<file path="config.mk">
export PLATFORM = sky130hd
export DESIGN_NAME = countdown_timer
export DESIGN_NICKNAME = d
export VERILOG_FILES = /design/src/rtl/countdown_timer_pkg.sv /design/src/rtl/countdown_timer_wrap_down_counter.sv /design/src/rtl/countdown_timer.sv
export SDC_FILE = /design/constraint.sdc
export NUM_CORES = 1
export LEC_CHECK = 0
export BUFFER_PORTS_ARGS = -buffer_cell sky130_fd_sc_hd__buf_2
export CAP_MARGIN = 20
export CORE_UTILIZATION = 48
export CTS_BUF_LIST = sky130_fd_sc_hd__clkbuf_16
export CTS_CLUSTER_SIZE = 14
export DETAILED_ROUTE_END_ITERATION = 7
export PLACE_DENSITY = 0.75
export REMOVE_ABC_BUFFERS = 1
export SETUP_SLACK_MARGIN = 0.5
export SLEW_MARGIN = 0
export SYNTH_ARGS = -nofsm -noshare
export SYNTH_HDL_FRONTEND = slang
export SYNTH_HIERARCHICAL = 1
export SYNTH_SLANG_ARGS = --single-unit
</file>
<file path="constraint.sdc">
create_clock -name clk -period 1.87 [get_ports clk]
set_input_delay 0.187 -clock clk [delete_from_list [all_inputs] [get_ports clk]]
set_output_delay 0.187 -clock clk [all_outputs]
set_load 0.005 [all_outputs]
</file>
<file path="src/rtl/countdown_timer_pkg.sv">
// Shared definitions for the countdown timer: default geometry and FSM state codes.
package countdown_timer_pkg;

  localparam int DEF_WIDTH = 7;
  localparam int DEF_MAX   = 100;

  typedef logic [1:0] state_t;

  localparam logic [1:0] ST_IDLE  = 2'd0;
  localparam logic [1:0] ST_RUN   = 2'd1;
  localparam logic [1:0] ST_PAUSE = 2'd2;
  localparam logic [1:0] ST_DONE  = 2'd3;

endpackage

</file>
<file path="src/rtl/countdown_timer_wrap_down_counter.sv">
// Free-running down counter cycling MAX-1 .. 0; usable as a generic periodic tick source.
module wrap_down_counter
  import countdown_timer_pkg::*;
#(
  parameter int WIDTH = DEF_WIDTH,
  parameter int MAX   = DEF_MAX
) (
  input  logic             clk,
  input  logic             reset,
  output logic [WIDTH-1:0] o_cnt
);

  localparam logic [WIDTH-1:0] TOP = WIDTH'(MAX - 1);

  logic [WIDTH-1:0] cnt_q;
  logic [WIDTH-1:0] cnt_d;

  always_comb begin
    cnt_d = (cnt_q == '0) ? TOP : cnt_q - WIDTH'(1);
  end

  always_ff @(posedge clk) begin
    if (reset) begin
      cnt_q <= TOP;
    end else begin
      cnt_q <= cnt_d;
    end
  end

  assign o_cnt = cnt_q;

endmodule

</file>
<file path="src/rtl/countdown_timer.sv">
// Loadable down-counter with one-shot / auto-reload modes, pause/resume and a terminal-count strobe.
module countdown_timer
  import countdown_timer_pkg::*;
#(
  parameter int WIDTH = DEF_WIDTH,
  parameter int MAX   = DEF_MAX
) (
  input  logic             clk,
  input  logic             reset,
  input  logic             i_load,
  input  logic [WIDTH-1:0] i_load_val,
  input  logic             i_start,
  input  logic             i_stop,
  input  logic             i_reload_mode,
  output logic [WIDTH-1:0] o_cnt,
  output logic             o_busy,
  output logic             o_done,
  output logic [WIDTH-1:0] o_cnt_always
);

  localparam logic [WIDTH-1:0] MAX_V = WIDTH'(MAX);

  function automatic logic [WIDTH-1:0] clamp_max(input logic [WIDTH-1:0] v);
    return (v > MAX_V) ? MAX_V : v;
  endfunction

  state_t           state_q, state_d;
  logic [WIDTH-1:0] cnt_q, cnt_d;
  logic [WIDTH-1:0] reload_q, reload_d;

  // Priority: load > stop > start; load always parks the FSM in IDLE without decrementing.
  always_comb begin
    state_d  = state_q;
    cnt_d    = cnt_q;
    reload_d = reload_q;
    if (i_load) begin
      cnt_d    = clamp_max(i_load_val);
      reload_d = clamp_max(i_load_val);
      state_d  = ST_IDLE;
    end else begin
      case (state_q)
        ST_IDLE, ST_PAUSE: begin
          if (i_start) begin
            state_d = (cnt_q != '0) ? ST_RUN : ST_DONE;
          end
        end
        ST_RUN: begin
          if (i_stop) begin
            state_d = ST_PAUSE;
          end else if (cnt_q != '0) begin
            cnt_d = cnt_q - WIDTH'(1);
          end else if (i_reload_mode && (reload_q != '0)) begin
            cnt_d = reload_q;
          end else begin
            state_d = ST_DONE;
          end
        end
        ST_DONE: begin
          if (i_start && (reload_q != '0)) begin
            cnt_d   = reload_q;
            state_d = ST_RUN;
          end
        end
        default: state_d = ST_IDLE;
      endcase
    end
  end

  always_ff @(posedge clk) begin
    if (reset) begin
      state_q  <= ST_IDLE;
      cnt_q    <= '0;
      reload_q <= '0;
    end else begin
      state_q  <= state_d;
      cnt_q    <= cnt_d;
      reload_q <= reload_d;
    end
  end

  assign o_cnt  = cnt_q;
  assign o_busy = (state_q == ST_RUN);
  assign o_done = (state_q == ST_RUN) && (cnt_q == '0);

  wrap_down_counter #(
    .WIDTH (WIDTH),
    .MAX   (MAX)
  ) u_wrap (
    .clk   (clk),
    .reset (reset),
    .o_cnt (o_cnt_always)
  );

endmodule

</file>
==> results of run 1 <==
## layer usage
| layer | track usage [%] | up-vias |
|---|---|---|
| li1 | - | 676 |
| met1 | 39.46 | 683 |
| met2 | 50.00 | 65 |
| met3 | 6.780 | 8 |
| met4 | 8.974 | 0 |
| met5 | 0 | - |
## power by group
group,total (mW),internal [mW],switching [mW]
Clock,0.480,0.290,0.190
Sequential,0.561,0.525,0.0367
Combinational,0.410,0.203,0.208
Total,1.45,1.02,0.434
## registers in the layout (all words and copies together) (netlist names)
signal        flops
reload_q          7
u_wrap/o_cnt      7
state_q           2
o_cnt             7
## per-stage QoR
stage	setup WS [ns]	power, mW	area [um^2]
floorplan	-0.1252	0.7332	1276
global placement	-0.01095	0.8726	1574
detailed placement	-0.06712	0.8843	1574
CTS	-0.07349	1.421	1764
global route	-0.1280	1.510	1802
finish	-0.07524	1.452	1802
## layout by cell type (no fill, tap or decap), drive strengths merged, types with 4 or more instances in the layout
| master | instances |
|---|---|
| buf | 48 |
| dfxtp | 23 |
| a21oi | 15 |
| nand2 | 14 |
| nor2 | 13 |
| inv | 9 |
| o21ai | 7 |
| nand3 | 6 |
| nand2b | 6 |
| or3 | 4 |
| ha | 4 |
| nor3 | 4 |
## worst max-delay path by stage
stage	end	slack, ns	depth (start not counted)
floorplan	o_cnt[5]	-0.13	7
global placement	o_cnt[5]	-0.01	5
detailed placement	o_cnt[5]	-0.07	5
CTS	o_cnt[5]	-0.07	5
global route	o_cnt[5]	-0.13	5
finish	o_cnt[5]	-0.08	5
## repair_timing
action,4_1_cts,5_1_grt
setup endpoints to repair,9,17
gates resized for setup,26,8
pin swaps,9,4
setup buffers,2,2
## area by class of cell
cell class	count	area, um^2
multi-input cells	122	888.4
fillers	208	720.7
flip-flops and latches	23	465.4
repair buffers	48	294.0
clock buffers	3	75.07
well taps	30	37.54
inverters	9	33.78
clock inverters	1	7.507
## kinds of logic after synthesis
| kind of cell | after synthesis | synth area share, % |
|---|---|---|
| AO/OA/AOI/OAI | 47 | 24.06 |
| multiplexers | 2 | 1.636 |
| flip-flops | 23 | 35.42 |
| buffers and inverters | 15 | 4.427 |
| AND/OR/NAND/NOR | 65 | 27.91 |
| XOR/XNOR | 4 | 2.695 |
| adder cells (fa/ha/maj) | 4 | 3.850 |
==> flow_summary.yaml, run 1 <==
power:
  p_leak_nw: 0.8114
  powerDensity_nw_per_um2: 805.6
  ir_drop_mv: 0.9689
drt:
  vias_per_cell: 6.068
  dr_wl_met3_um: 269
  drt-pass1-iter-count: 4
  via_count: 1432
  drc: 0
  route.met2.wl_um: 1865
  routedWlPerCell_um: 17.03
  drt_iter0_markers: 30
  top_layer: "met4"
  postRouteAntennaNets: 0
  wl_met1_um: 1835
  postRouteWirelength_um: 4019
placement:
  port_buffers: 28
  gp_congestion: 0.9146
  place_hpwl_um: 2688
  dp.cells: 228
global_routing:
  track_usage_pct: 30.41
  grt_max_degree: 30
  antenna_found_initial: 0
  grt_pass1_vias: 1307
  grt_pass1_wl_um: 6134
  grt_overflow: 0
status:
  violations: "negative setup slack"
  status: "finished, violations left"
timing:
  setup_tns_ns: -0.08024
  tightest_slew_ns: 0.5113
  finClkSkew_ns: 0.003409
  period_minus_slack_ns: 1.945
  setup_violations: 2
  rsz0062_at_grt: "true"
  fmax_ghz: 0.5141
  setup_ws_ns: -0.07524
  final_hold_viol_count: 0
  whs_ns: 0.1302
  drv_slew: 0
  period_share_pct: 104.0
  relSlewSlack_pct: 65.91
logic_synthesis:
  synth_top_area_cell: "dfxtp_1"
  synthTopCellsByArea: "dfxtp_1 (35%), a21oi_1 (5.8%), nand2_1 (4.0%)"
  syn_area_um2: 1300
  avgSynthCellArea_um2: 8.125
  synth_cells: 160
  synth_cell_types: 48
  synth.most_common_cell: "dfxtp_1"
  synth_ff_type: "dfxtp_1"
  yosysSeqAreaShare_pct: 35.42
  ys_warn_count: 6
  yosys_register_bits: 23
  synthTopCellsByCount: "dfxtp_1 (23), a21oi_1 (15), nand2_1 (14)"
  synth-edff-count: 0
  yosysTopAreaCellShare_pct: 35.42
  async_reset_ff_share_pct: 0
critical_path:
  r2r_start: "reload_q[5]"
  crit_family: "simple AND/OR/NAND/NOR gates"
  cp-startpoint: "reload_q[5]"
  worstRegToRegCells: 5
  crit_fanout: 5
  critPathBufInv: 0
  worstSetupStartpointType: "flip-flop"
  crit_type: "flip-flop to flip-flop"
  crit_arrival_ns: 2.13
  cp_slowest_cell: "or4_4"
  critPathRequiredTime_ns: 2.05
  worst_r2r_endpoint: "o_cnt[5]"
  slowest_delay_ns: 0.52
  rrSetupSlack_ns: -0.08
  path_cells: "or4_4 -> o22a_1 -> o211a_1 -> or4b_1 -> o211ai_1"
  cp-end-kind: "flip-flop"
clocking:
  cts_hold_buf: 0
  cts-root-buf: "clkbuf_16"
  clkTransAtPathRegs_ns: 0.06
  cts_inserted_buffers: 3
  cts.sinks: 23
  clk_latency_ns: 0.26
  tritoncts: "yes"
  clockBufferDepth: 2
  htree_levels: 1
floorplanning:
  placementRows: 18
  die_h_um: 54.04
  dieWidth_um: 54.04
  io_pins: 29
  fp.dieArea_um2: 2920
  start_util_pct: 51.54
  coreArea_um2: 2522
worst_hold_path:
  whs_endpoint: "state_q[0]"
  min-delay-start: "i_stop"
  holdPathStages: 2
  worstHoldPathType: "input port to flip-flop"
flow_run:
  drv_cap: 0
final_layout:
  n_antenna_cell: 0
  drive_gt1_share_pct: 38.83
  stdcell_count: 236
  nets: 224
  areaGrowthSynthToFinish_pct: 38.59
  final_core_util_pct: 71.43
(Power assumes the default switching activity.)
==> inputs of run 2 (changes only) <==
- ABC_CLOCK_PERIOD_IN_PS: default -> 2100
- CORE_UTILIZATION: 48 -> 50
- clock period: 1.87 -> 2.1 ns (I/O delays scaled with it)
==> run 2 against run 1 <==
Against the previous run: the flow now finishes without violations; non-clock buffer count is 7 lower; fmax decreased by 4.4%; sequential share of layout area up 0.76 points; hold slack better by 0.013 ns; first-iteration DRC count rose by 53%; setup slack improved by 0.14 ns; flip-flop and latch count did not move; sequential power shrank 10%; critical path depth grew 2; via count shrank 2.9%; critical endpoint is now o_cnt[4].
==> flow_summary.yaml, run 2 (synthesized netlist as in run 1, its figures left out) <==
timing:
  period_minus_slack_ns: 2.035
  rsz0062_at_grt: "true"
  final_hold_viol_count: 0
  setup_tns_ns: 0
  relSlewSlack_pct: 64.04
  fmax_ghz: 0.4915
  drv_slew: 0
  setup_violations: 0
  tightest_slew_ns: 0.5345
  period_share_pct: 96.89
  finClkSkew_ns: 0.001828
drt:
  via_count: 1391
  drc: 0
  drt-pass1-iter-count: 4
  vias_per_cell: 6.074
  routedWlPerCell_um: 16.31
  postRouteAntennaNets: 0
  drt_iter0_markers: 46
  postRouteWirelength_um: 3736
global_routing:
  track_usage_pct: 27.54
  antenna_found_initial: 0
  grt_pass1_wl_um: 5409
  grt_pass1_vias: 1162
  grt_overflow: 0
  grt_max_degree: 30
floorplanning:
  start_util_pct: 52.47
  placementRows: 18
  io_pins: 29
  dieWidth_um: 52.99
  fp.dieArea_um2: 2808
  coreArea_um2: 2477
  die_h_um: 52.99
placement:
  port_buffers: 28
  post_dp_cell_area_um2: 1484
  gp_congestion: 0.8949
  place_hpwl_um: 2395
worst_hold_path:
  holdPathStages: 2
  worstHoldPathType: "input port to flip-flop"
critical_path:
  crit_arrival_ns: 2.18
  worstRegToRegCells: 7
  crit_type: "flip-flop to flip-flop"
  critPathRequiredTime_ns: 2.24
  cp-end-kind: "flip-flop"
  crit_fanout: 5
  worstSetupStartpointType: "flip-flop"
flow_run:
  drv_cap: 0
clocking:
  htree_levels: 1
  clkTransAtPathRegs_ns: 0.06
  cts_inserted_buffers: 3
  cts-root-buf: "clkbuf_16"
  clk_latency_ns: 0.26
  cts.sinks: 23
  tritoncts: "yes"
  cts_hold_buf: 0
  clockBufferDepth: 2
final_layout:
  areaGrowthSynthToFinish_pct: 34.65
  layout_commonest_cell: "buf_2"
  fillCellCount: 204
  drive_gt1_share_pct: 34.67
  stdcell_area_um2: 1750
  n_antenna_cell: 0
  nets: 217
  layout_common_cells: "buf_2 (28), dfxtp_1 (19), nor2_1 (13), a21oi_1 (13), nand2_1 (13)"
power:
  powerDensity_nw_per_um2: 720.6
  p_leak_nw: 0.7722
  ir_drop_mv: 0.7207
status:
  status: "completed"
==> run 2: changes by cell type in the layout (fill, tap and decap cells not counted), moves of 2 or more <==
cell / delta
inv_4: +2
o21ai_0: +2
o21ai_2: -2
nand2_1: +2
inv_2: -2
buf_6: +2
buf_4: -10
==> run 2: path summary, 6_finish.rpt <==
| check | slack [ns] | from | to |
|---|---|---|---|
| worst min-delay path | 0.14 | i_stop | state_q[0] |
| worst min register to register | 0.42 | u_wrap/o_cnt[0] | u_wrap/o_cnt[0] |
| worst max-delay path | 0.07 | reload_q[1] | o_cnt[4] |
| worst max register to register | 0.07 | reload_q[1] | o_cnt[4] |
==> run 2: repair_timing <==
action / in CTS / in global routing
gates resized for setup: 16 / 13
setup endpoints to repair: 9 / 9
pin swaps: 10 / 5
setup buffers: 6 / 3
==> run 2: power breakdown <==
part           total [mW]  internal [mW]  switching, mW
clock               0.428          0.257          0.171
sequential          0.505          0.467         0.0376
combinational       0.328          0.164          0.165
==> run 2: cell type report <==
| type | count | area [um^2] | share of cell area [%] |
|---|---|---|---|
| tap | 30 | 37.54 | 2.144 |
| clock inverter | 1 | 5.005 | 0.2859 |
| sequential | 23 | 465.4 | 26.59 |
| clock buffer | 3 | 75.07 | 4.289 |
| multi-input combinational | 122 | 867.1 | 49.54 |
| timing repair buffer | 41 | 261.5 | 14.94 |
| inverter | 9 | 38.79 | 2.216 |
==> run 2: worst max-delay path: stages (launching register included) <==
cell     delay [ns]
dfxtp_2        0.32
or4_4          0.56
o22a_1         0.20
o211a_4        0.26
buf_4          0.14
buf_6          0.12
o31ai_1        0.24
a21oi_1        0.07
==> run 2: stage by stage <==
step	hold slack [ns]	total power, mW	std cells	setup slack (ns)	util, %
floorplan	0.2791	0.6529	154	0.1048	-
global placement	0.3932	0.7390	216	0.1257	59.90
detailed placement	0.4053	0.7474	216	0.03395	59.90
CTS	0.1410	1.223	226	0.1881	67.47
global route	0.1538	1.308	229	0.09479	70.66
finish	0.1435	1.261	229	0.06524	70.66
==> run 2: layer usage <==
layer	vias up	track usage, %	wire (um)
met5	-	0	0
met4	0	13.60	86
met3	10	6.034	205
met2	50	41.77	1763
met1	663	36.33	1681
li1	668	-	-
==> inputs of run 3 (changes only) <==
- CORE_ASPECT_RATIO: default -> 0.7
- CORE_MARGIN: default -> 8
==> run 3 against run 2 <==
Against the previous run: combinational power decreased by 9.5%; setup slack improved by 0.0080 ns; die area up 61%; hold slack better by 0.021 ns; wire length up 3.0%.
==> flow_summary.yaml, run 3 (synthesized netlist as in run 1, its figures left out) <==
status:
  status: "completed"
drt:
  drc: 0
  routedWlPerCell_um: 16.59
  via_count: 1385
  postRouteAntennaNets: 0
  drt_iter0_markers: 144
  postRouteWirelength_um: 3849
  drt-pass1-iter-count: 6
  vias_per_cell: 5.970
placement:
  gp_congestion: 0.9308
  port_buffers: 28
  place_hpwl_um: 2854
floorplanning:
  dieWidth_um: 76.95
  io_pins: 29
  fp.dieArea_um2: 4514
  start_util_pct: 52.88
  placementRows: 15
  die_h_um: 58.66
  coreArea_um2: 2459
clocking:
  cts-root-buf: "clkbuf_16"
  htree_levels: 1
  tritoncts: "yes"
  cts_inserted_buffers: 3
  cts.sinks: 23
  clk_latency_ns: 0.25
  cts_hold_buf: 0
  clockBufferDepth: 2
  clkTransAtPathRegs_ns: 0.06
critical_path:
  worstSetupStartpointType: "flip-flop"
  critPathRequiredTime_ns: 2.23
  path_cells: "or4_4 -> o22a_1 -> o211a_4 -> or2_0 -> a311oi_1"
  cp_slowest_cell: "or4_4"
  slowest_delay_ns: 0.53
  crit_arrival_ns: 2.16
  crit_type: "flip-flop to flip-flop"
  crit_fanout: 8
  cp-end-kind: "flip-flop"
final_layout:
  drive_gt1_share_pct: 31.82
  areaGrowthSynthToFinish_pct: 30.22
  nets: 216
  n_antenna_cell: 0
  layout_commonest_cell: "buf_2"
  layout_common_cells: "buf_2 (28), dfxtp_1 (20), nand2_1 (14), a21oi_1 (14), nor2_1 (13)"
timing:
  rsz0062_at_grt: "true"
  setup_tns_ns: 0
  setup_violations: 0
  finClkSkew_ns: 0.003885
  period_share_pct: 96.51
  drv_slew: 0
  tightest_slew_ns: 0.6092
  relSlewSlack_pct: 58.87
  period_minus_slack_ns: 2.027
  whs_ns: 0.1647
  final_hold_viol_count: 0
  fmax_ghz: 0.4934
global_routing:
  grt_overflow: 0
  track_usage_pct: 17.29
  grt_pass1_vias: 1382
  grt_pass1_wl_um: 6444
  grt_max_degree: 30
  antenna_found_initial: 0
worst_hold_path:
  worstHoldPathType: "input port to flip-flop"
power:
  powerDensity_nw_per_um2: 717.5
  ir_drop_mv: 0.5873
  p_leak_nw: 0.7572
flow_run:
  drv_cap: 0
## run 3: through the flow
step                      instance area, um^2  util (%)  worst slack [ns]  power (mW)  std cells
after floorplan                          1276         -            0.1048      0.6529        154
final                                    1693     68.86           0.07322       1.215        232
after CTS                                1640     66.72            0.1628       1.197        230
after detailed placement                 1511     61.48           0.04829      0.7637        223
after global routing                     1693     68.86           0.05184       1.267        232
after global placement                   1511     61.48           0.09548      0.7542        223
## run 3: power breakdown
part	switching, mW	internal, mW	total [mW]
Sequential	0.0370	0.467	0.504
Combinational	0.154	0.143	0.297
Clock	0.157	0.256	0.413
Total	0.348	0.866	1.21
## run 3: per-layer routing
| layer | global-route usage, % | vias up | wire length, um |
|---|---|---|---|
| met5 | 0 | - | 0 |
| met1 | 22.32 | 642 | 1666 |
| met2 | 27.62 | 63 | 1788 |
| li1 | - | 669 | - |
| met4 | 4.905 | 0 | 61 |
| met3 | 4.711 | 11 | 332 |
## run 3: timing repair
| item | CTS | global route |
|---|---|---|
| pin swaps | 4 | 4 |
| resized for setup | 10 | 10 |
| buffers inserted | 3 | 2 |
| setup endpoints to repair | 9 | 9 |
## run 3: path summary, 6_finish.rpt
path,depth (start not counted),from,end,slack (ns)
worst max register to register,5,reload_q[5],o_cnt[1],0.07
worst min-delay path,2,i_stop,state_q[0],0.16
worst min register to register,1,u_wrap/o_cnt[0],u_wrap/o_cnt[0],0.42
worst max-delay path,5,reload_q[5],o_cnt[1],0.07
## run 3: area by class of cell
type                       count  area, um^2
tap                           34       42.54
sequential                    23       464.2
clock buffer                   3       75.07
multi-input combinational    122       839.6
timing repair buffer          40       230.2
fill                         190       765.7
clock inverter                 1       5.005
inverter                       9       36.28
## run 3: worst max-delay path, delay by kind of cell (launching register included)
family          cells  cell delay [ns]
flops               1             0.32
compound gates      3             0.81
simple gates        2             0.77
